--- src/rtl/grf.sv ---
// rtl/grf.sv - MIPS general register file with WB bypass and commit trace FIFO
module grf #(
    parameter int TRACE_DEPTH = 4
) (
    input  logic        clk,
    input  logic        rst_n,
    input  logic        reg_write_en_in,
    input  logic [4:0]  reg_write_addr_in,
    input  logic [31:0] reg_write_data_in,
    input  logic [31:0] pc_in,
    input  logic [4:0]  rs_addr,
    input  logic [4:0]  rt_addr,
    output logic [31:0] rs_data,
    output logic [31:0] rt_data,
    output logic        trace_valid,
    input  logic        trace_ready,
    output logic [31:0] trace_pc,
    output logic [4:0]  trace_addr,
    output logic [31:0] trace_data,
    output logic        trace_overflow
);
    localparam int PW = $clog2(TRACE_DEPTH);
    localparam logic [PW:0] DEPTH_C = (PW+1)'(TRACE_DEPTH);

    logic [31:0] regs_q [32];
    logic [31:0] regs_d [32];

    logic [31:0] fpc_q   [TRACE_DEPTH];
    logic [31:0] fpc_d   [TRACE_DEPTH];
    logic [4:0]  faddr_q [TRACE_DEPTH];
    logic [4:0]  faddr_d [TRACE_DEPTH];
    logic [31:0] fdata_q [TRACE_DEPTH];
    logic [31:0] fdata_d [TRACE_DEPTH];

    logic [PW-1:0] wr_ptr_q, wr_ptr_d;
    logic [PW-1:0] rd_ptr_q, rd_ptr_d;
    logic [PW:0]   count_q, count_d;
    logic          overflow_q, overflow_d;

    logic commit;
    logic full;
    logic pop;
    logic push;

    // Writes to $0 are discarded outright, so they never reach storage or the trace.
    assign commit = reg_write_en_in && (reg_write_addr_in != 5'd0);
    assign full   = (count_q == DEPTH_C);
    assign pop    = (count_q != '0) && trace_ready;
    assign push   = commit && (!full || pop);

    always_comb begin
        rs_data = 32'd0;
        if (rs_addr != 5'd0) begin
            if (commit && (reg_write_addr_in == rs_addr)) begin
                rs_data = reg_write_data_in;
            end else begin
                rs_data = regs_q[rs_addr];
            end
        end
    end

    always_comb begin
        rt_data = 32'd0;
        if (rt_addr != 5'd0) begin
            if (commit && (reg_write_addr_in == rt_addr)) begin
                rt_data = reg_write_data_in;
            end else begin
                rt_data = regs_q[rt_addr];
            end
        end
    end

    always_comb begin
        regs_d = regs_q;
        if (commit) begin
            regs_d[reg_write_addr_in] = reg_write_data_in;
        end
    end

    always_comb begin
        fpc_d      = fpc_q;
        faddr_d    = faddr_q;
        fdata_d    = fdata_q;
        wr_ptr_d   = wr_ptr_q;
        rd_ptr_d   = rd_ptr_q;
        count_d    = count_q + (PW+1)'(push) - (PW+1)'(pop);
        overflow_d = overflow_q | (commit && full && !pop);
        if (push) begin
            fpc_d[wr_ptr_q]   = pc_in;
            faddr_d[wr_ptr_q] = reg_write_addr_in;
            fdata_d[wr_ptr_q] = reg_write_data_in;
            wr_ptr_d          = wr_ptr_q + PW'(1);
        end
        if (pop) begin
            rd_ptr_d = rd_ptr_q + PW'(1);
        end
    end

    always_ff @(posedge clk or negedge rst_n) begin
        if (!rst_n) begin
            for (int i = 0; i < 32; i++) begin
                regs_q[i] <= 32'd0;
            end
            for (int i = 0; i < TRACE_DEPTH; i++) begin
                fpc_q[i]   <= 32'd0;
                faddr_q[i] <= 5'd0;
                fdata_q[i] <= 32'd0;
            end
            wr_ptr_q   <= '0;
            rd_ptr_q   <= '0;
            count_q    <= '0;
            overflow_q <= 1'b0;
        end else begin
            regs_q     <= regs_d;
            fpc_q      <= fpc_d;
            faddr_q    <= faddr_d;
            fdata_q    <= fdata_d;
            wr_ptr_q   <= wr_ptr_d;
            rd_ptr_q   <= rd_ptr_d;
            count_q    <= count_d;
            overflow_q <= overflow_d;
        end
    end

    assign trace_valid    = (count_q != '0);
    assign trace_pc       = fpc_q[rd_ptr_q];
    assign trace_addr     = faddr_q[rd_ptr_q];
    assign trace_data     = fdata_q[rd_ptr_q];
    assign trace_overflow = overflow_q;
endmodule

--- config.mk ---
export PLATFORM = sky130hd
export DESIGN_NAME = grf
export DESIGN_NICKNAME = d
export VERILOG_FILES = /design/src/rtl/grf.sv
export SDC_FILE = /design/constraint.sdc
export NUM_CORES = 2
export LEC_CHECK = 0
export ABC_AREA = 0
export CORE_MARGIN = 1
export CORE_UTILIZATION = 35
export CTS_BUF_LIST = sky130_fd_sc_hd__clkbuf_8
export DETAILED_ROUTE_END_ITERATION = 7
export DONT_BUFFER_PORTS = 1
export GPL_ROUTABILITY_DRIVEN = 0
export SYNTH_ARGS = -nofsm -noshare
export SYNTH_HDL_FRONTEND = slang
export SYNTH_SLANG_ARGS = --single-unit
--- constraint.sdc ---
create_clock -name clk -period 3.45 [get_ports clk]
set_clock_uncertainty 0.15 [all_clocks]
set_input_delay 0.345 -clock clk [delete_from_list [all_inputs] [get_ports clk]]
set_output_delay 0.345 -clock clk [all_outputs]
set_load 0.01 [all_outputs]
Word-level counts from Yosys, hierarchy flattened
Index checks and enable logic that the tools add are counted.
- input port bits: 83
- latch bits: 0
- word-level logic and storage cells: 113
- output and inout bits: 135
- bits in read-only memories: 0
- memory bits (writable): 0
- register bits: 1308
- memories: 0
- add/sub/neg operators: 4
- shift-type cells: 0
- bitwise gates (word level): 6
- mux-type cells: 29
- reductions and logical operators: 16
- div/mod/pow operators: 0
- $lt $le $gt $ge: 7
- multiply operators: 0
- equality and inequality tests: 3
- operator list (cell ; number):
    bitwise mux 1024 bit ; 1
    2-to-1 mux 32 bit ; 14
    binary-select mux 32 bit (select 5 bit) ; 2
    bitwise mux 128 bit ; 2
    demux 32 bit (select 5 bit) ; 1
    binary-select mux 32 bit (select 2 bit) ; 2
    demux 32 bit (select 2 bit) ; 1
    bitwise mux 20 bit ; 1
    greater-or-equal comparator 6 bit (second input constant) ; 3
    NOT 5 -> 6 bit ; 3
    2-to-1 mux 5 bit ; 3
    nonzero test 5 bit ; 3
    binary-select mux 5 bit (select 2 bit) ; 1
    demux 5 bit (select 2 bit) ; 1
    equality test 5 bit ; 2
    logical AND 1 bit ; 9
    greater-or-equal comparator 3 bit (second input constant) ; 2
    less-than comparator 6 x 1 -> 1 bit (second input constant) ; 1
    NOT 2 -> 3 bit ; 2
    adder 2 x 1 -> 2 bit (second input constant) ; 2
    adder 3 x 1 -> 3 bit ; 1
    equality test 3 bit (second input constant) ; 1
    less-than comparator 3 x 1 -> 1 bit (second input constant) ; 1
    nonzero test 3 bit ; 1
    other kinds (4) ; 5

Longest topological paths before layout
- depth after elaboration: 6
- mapped depth: 12
- mapped depth without buffers: 10

Worst setup path after synthesis
No wires, ideal clock.
- kind: input-to-reg
- start: input reg_write_addr_in[2]
- end: register count_q[2]
- required time: 3177 ps
- data arrival time: 2479 ps
- path slack: 699 ps
- setup time: 123 ps
- buffers on the path: 2
- cell stages on the path: 12
- path through: buf_2 or3_1 o31a_1 nor2b_4 buf_8 inv_1 ha_1 inv_1 ha_1 fa_1 xnor2_1 xnor2_1
- cells in the longest elaborated chain, start to end: 5
- ends and longest elaborated chain (element ; line ; RTL):
    start, declared ; 8 ; input logic [4:0] reg_write_addr_in,
    nonzero test 5 bit ; 46 ; assign commit = reg_write_en_in && (reg_write_addr_in != 5'd0);
    logical AND 1 bit ; 46 ;
    logical AND 1 bit ; 49 ; assign push = commit && (!full || pop);
    adder 3 x 1 -> 3 bit ; 86 ; count_d = count_q + (PW+1)'(push) - (PW+1)'(pop);
    subtractor 3 x 1 -> 3 bit ; 86 ;
    named net count_d[2] ; 37 ; logic [PW:0] count_q, count_d;
    end signal, assigned ; 120 ; count_q <= count_d;
    end, declared ; 37 ;
The timed path passes the listed nets, and every way through them passes these cells.
A chain may end at the register's enable or synchronous reset.

Final worst setup path
- start: input rt_addr[0]
- end: output rt_data[19]
- cells in the longest elaborated chain, start to end: 6
- elaborated cells between the ends (all ways): 9
- those cells by class: eq/ne (1); mux (5); bitwise (1); reduce/logical (2)
- ends and longest elaborated chain (element ; line ; RTL):
    start, declared ; 12 ; input logic [4:0] rt_addr,
    NOT 5 -> 6 bit (not written as such) ; 68 ; rt_data = regs_q[rt_addr];
    binary-select mux 32 bit (select 5 bit) ; 68 ;
    2-to-1 mux 32 bit (not written as such) (2 in a row) ; 68 ;
    2-to-1 mux 32 bit ; 65 ; if (commit && (reg_write_addr_in == rt_addr)) begin
    2-to-1 mux 32 bit (*) ; 64 ; if (rt_addr != 5'd0) begin
    end, declared ; 14 ; output logic [31:0] rt_data,
Mark *: on every way between the ends. The rest lies on a longest branch, timed or not. The select of a mux whose other input is x is not followed.

==> flow_metrics.tcl <==
set metrics [dict create \
    outcome "finished, violations left" \
    violations "max-slew violations, negative setup slack" \
    clk_pin_slew_ns 0.07 \
    initial_antenna_violation_count 10 \
    cell_type_with_the_highest_aggregate_area_in_the_netlist "sky130_fd_sc_hd__dfrtp_1" \
    final_report_setup_violation_count 9 \
    first_iter_violations 4210 \
    final_layout_size_suffix_gt1_frac 0.482 \
    multiInputGateArea_mm2 0.0334 \
    grt_max_degree 341 \
    ant_nets 0 \
    final_nets 5048 \
    mappedNetlistNets 4803 \
    first_global_vias 46800 \
    layout.cells.non_filler 7655 \
    post-dp-hpwl_um 136000 \
    instance_count_after_placement_with_tap_cells_included 6942 \
    design_area_mm2 0.0798 \
    ys_warn_count 0 \
    cp.arrival_ns 3.05 \
    grt-ovfl-total 0 \
    layout-area-overhead-vs-synth_pct 17.1 \
    fillCellCount 17600 \
    synthesis.area_mm2 0.0682 \
    slew_headroom -0.0382 \
    dieArea_mm2 0.197 \
    die_w_um 443 \
    synth-edff-count 0 \
    final-seq-area_mm2 0.0327 \
    ctsLongestPathBuffers 3 \
    starting_density_of_the_core 0.353 \
    grt_setup_unrepaired "yes" \
    power.density_mw_per_mm2 628 \
    wirelength_um 238000 \
    achievable-frequency_mhz 282 \
    yosysUniqueCellTypes 67 \
    seq_area_frac_synth 0.480 \
    drtPass1Iterations 6 \
    num_io_pins 218 \
    most_used_flip_flop_cell_after_synthesis "sky130_fd_sc_hd__dfrtp_1" \
    floorplan.core_area_mm2 0.193 \
    synth_top_area_frac 0.480 \
    drc 0 \
    cts.root.buffer_cell "sky130_fd_sc_hd__clkbuf_8" \
    cts_tree "built" \
    slew_viol_final 52 \
    number_of_buffers_inserted_during_clock_tree_synthesis 218 \
    syn_inst 4713 \
    post_dp_cell_area_mm2 0.0712 \
    synth_area_leaders "sky130_fd_sc_hd__dfrtp_1 48%, sky130_fd_sc_hd__mux2_2 22%, sky130_fd_sc_hd__mux4_2 14%" \
    category_of_the_worst_setup_path_capture_point "primary output" \
    path_class "primary input to primary output" \
    avgSynthCellArea_um2 14.5 \
    worst_pin_slew_ns 1.56 \
    grt.total_usage 0.239 \
    via_per_inst 5.97 \
    class_of_the_worst_hold_path "primary input to flop" \
    ys_ff_latch 1308 \
    io_port_bufs 0 \
    max-cap-violations 0 \
    cts_num_sinks 1308 \
    worst_slack_ns -0.0975 \
    num_vias 45700 \
    worst_skew_pair.late_latency_ns 0.98 \
    timing.final.crit_share 1.03 \
    ys_async_sr_fraction 1.00 \
    die_h_um 443 \
    wire_length_of_the_first_global_routing_pass_um 344000 \
    finalWorstPathRequiredPeriod_ns 3.55 \
    fp-row-count 161 \
    power.static_leakage_nw 34.4 \
    report.power.total_w 0.0501 \
    vdd.ir_drop.worst_uv 385 \
    final-hold-violation-count 0 \
    detail_route.wl_per_cell_um 31.1 \
    critical_path_required_ns 2.95 \
    cp_max_fo 332 \
    critPathLaunchType "primary input" \
    htree_num_levels 4 \
]
[routing by layer]
layer	GRT usage	part of all wire
met2	0.379	0.47
met3	0.0515	0.076
met4	0.123	0.058
met1	0.307	0.40
met5	0	0.00011
[metrics by stage]
stage	hold WS, ns	setup TNS, ns	worst slack [ns]	util
after floorplan	-0.101	0	0.699	-
after global placement	-0.0966	-2.69	-0.0313	0.369
after detailed placement	-0.0966	-16.95	-0.125	0.369
after CTS	-0.158	-0.513	-0.146	0.412
after global routing	0.0354	-2.19	-0.130	0.414
final	0.0731	-0.455	-0.0975	0.414
[kinds of logic after synthesis]
group                    share of synthesized area
multiplexers                                 0.401
adder cells (fa/ha/maj)                    0.00139
XOR/XNOR                                   0.00193
flip-flops                                   0.480
buffers and inverters                       0.0402
AO/OA/AOI/OAI                               0.0486
AND/OR/NAND/NOR                             0.0267
[flip-flops by register name (all words and copies together), names as in the netlist]
| name | cells |
|---|---|
| rd_ptr_q | 2 |
| trace_overflow | 1 |
| regs_q | 1024 |
| faddr_q | 20 |
| wr_ptr_q | 2 |
| fpc_q | 128 |
| fdata_q | 128 |
| count_q | 3 |
[cells in the final DEF (no fill, tap or decap), types with 23 or more instances in the layout]
cell type / count
sky130_fd_sc_hd__mux2_2: 1309
sky130_fd_sc_hd__dfrtp_1: 1306
sky130_fd_sc_hd__mux4_2: 428
sky130_fd_sc_hd__clkbuf_8: 285
sky130_fd_sc_hd__dlygate4sd3_1: 269
sky130_fd_sc_hd__mux2i_1: 240
sky130_fd_sc_hd__buf_4: 189
sky130_fd_sc_hd__nor2_1: 83
sky130_fd_sc_hd__inv_1: 78
sky130_fd_sc_hd__buf_12: 73
sky130_fd_sc_hd__o22ai_1: 72
sky130_fd_sc_hd__nand2_1: 67
sky130_fd_sc_hd__o21ai_0: 66
sky130_fd_sc_hd__a221oi_1: 52
sky130_fd_sc_hd__nor3_1: 47
sky130_fd_sc_hd__a21oi_1: 43
sky130_fd_sc_hd__mux2_1: 40
sky130_fd_sc_hd__a221o_1: 35
sky130_fd_sc_hd__a211oi_1: 33
sky130_fd_sc_hd__nor2b_1: 23
sky130_fd_sc_hd__clkinv_2: 23
[Yosys cell counts (5+ instances only)]
cell,number
sky130_fd_sc_hd__a21oi_1,46
sky130_fd_sc_hd__a211o_1,9
sky130_fd_sc_hd__o211ai_1,12
sky130_fd_sc_hd__a2111oi_0,29
sky130_fd_sc_hd__xor2_1,5
sky130_fd_sc_hd__nand2_1,82
sky130_fd_sc_hd__nand2b_1,8
sky130_fd_sc_hd__mux2_1,40
sky130_fd_sc_hd__a211oi_1,35
sky130_fd_sc_hd__buf_6,22
sky130_fd_sc_hd__nor2_1,107
sky130_fd_sc_hd__o21ai_0,67
sky130_fd_sc_hd__buf_1,58
sky130_fd_sc_hd__or3_1,5
sky130_fd_sc_hd__nor3_1,54
sky130_fd_sc_hd__a2bb2oi_1,6
sky130_fd_sc_hd__nor3b_1,8
sky130_fd_sc_hd__o211a_1,7
sky130_fd_sc_hd__o31a_1,7
sky130_fd_sc_hd__buf_12,5
sky130_fd_sc_hd__mux2_2,1309
sky130_fd_sc_hd__ha_1,6
sky130_fd_sc_hd__mux2i_1,255
sky130_fd_sc_hd__nor4_1,23
sky130_fd_sc_hd__dfrtp_1,1308
sky130_fd_sc_hd__o21a_1,7
sky130_fd_sc_hd__mux4_2,428
sky130_fd_sc_hd__xnor2_1,10
sky130_fd_sc_hd__or2_2,7
sky130_fd_sc_hd__o221ai_1,8
sky130_fd_sc_hd__clkbuf_1,221
sky130_fd_sc_hd__buf_4,57
sky130_fd_sc_hd__buf_8,6
sky130_fd_sc_hd__o22ai_1,76
sky130_fd_sc_hd__a221oi_1,56
sky130_fd_sc_hd__and3_1,6
sky130_fd_sc_hd__a221o_1,35
sky130_fd_sc_hd__nor2b_1,28
sky130_fd_sc_hd__inv_1,14
sky130_fd_sc_hd__buf_2,155
sky130_fd_sc_hd__a22o_1,18
sky130_fd_sc_hd__a22oi_1,22
[layout make-up]
class	count	area share
clock inverter	101	0.00685
sequential	1308	0.410
clock buffer	285	0.0491
multi-input combinational	2867	0.419
timing repair buffer	549	0.0749
tap	2526	0.0396
antenna	5	0.000157
inverter	14	0.000658
[worst max-delay path, stage by stage]
cell and delay [ns]:
sky130_fd_sc_hd__mux4_2 1.01, sky130_fd_sc_hd__mux2i_2 0.25, sky130_fd_sc_hd__a2111oi_1 0.13, sky130_fd_sc_hd__nor3_1 0.19, sky130_fd_sc_hd__nor3_1 0.09, sky130_fd_sc_hd__buf_4 0.18, sky130_fd_sc_hd__buf_4 0.14
[where the power goes]
| group | internal [W] | switching (W) | total [W] |
|---|---|---|---|
| Sequential | 0.0194 | 0.00265 | 0.0220 |
| Combinational | 0.00822 | 0.00574 | 0.0140 |
| Clock | 0.00741 | 0.00676 | 0.0142 |
| Total | 0.0350 | 0.0152 | 0.0501 |
[final timing paths]
check,start,endpoint,slack [ns],depth (start not counted)
hold reg to reg,regs_q[1004],regs_q[1004],0.24,0
hold / removal,reg_write_addr_in[1],wr_ptr_q[0],0.07,3
min in group asynchronous,rst_n,regs_q[218],0.63,11
setup reg to reg,count_q[1],fpc_q[65],0.29,6
max in group asynchronous,rst_n,regs_q[827],0.28,14
setup / recovery,rt_addr[0],rt_data[19],-0.1,7
[timing repair]
item,in CTS,in global routing
hold buffers,307,5
endpoints found under the hold margin,1621,56
resized for setup,63,41
gates cloned,0,1
endpoints found under the setup margin,23,174
pin swaps,21,20
buffers inserted,7,6
Note: power is estimated with default switching activity, not from simulation.
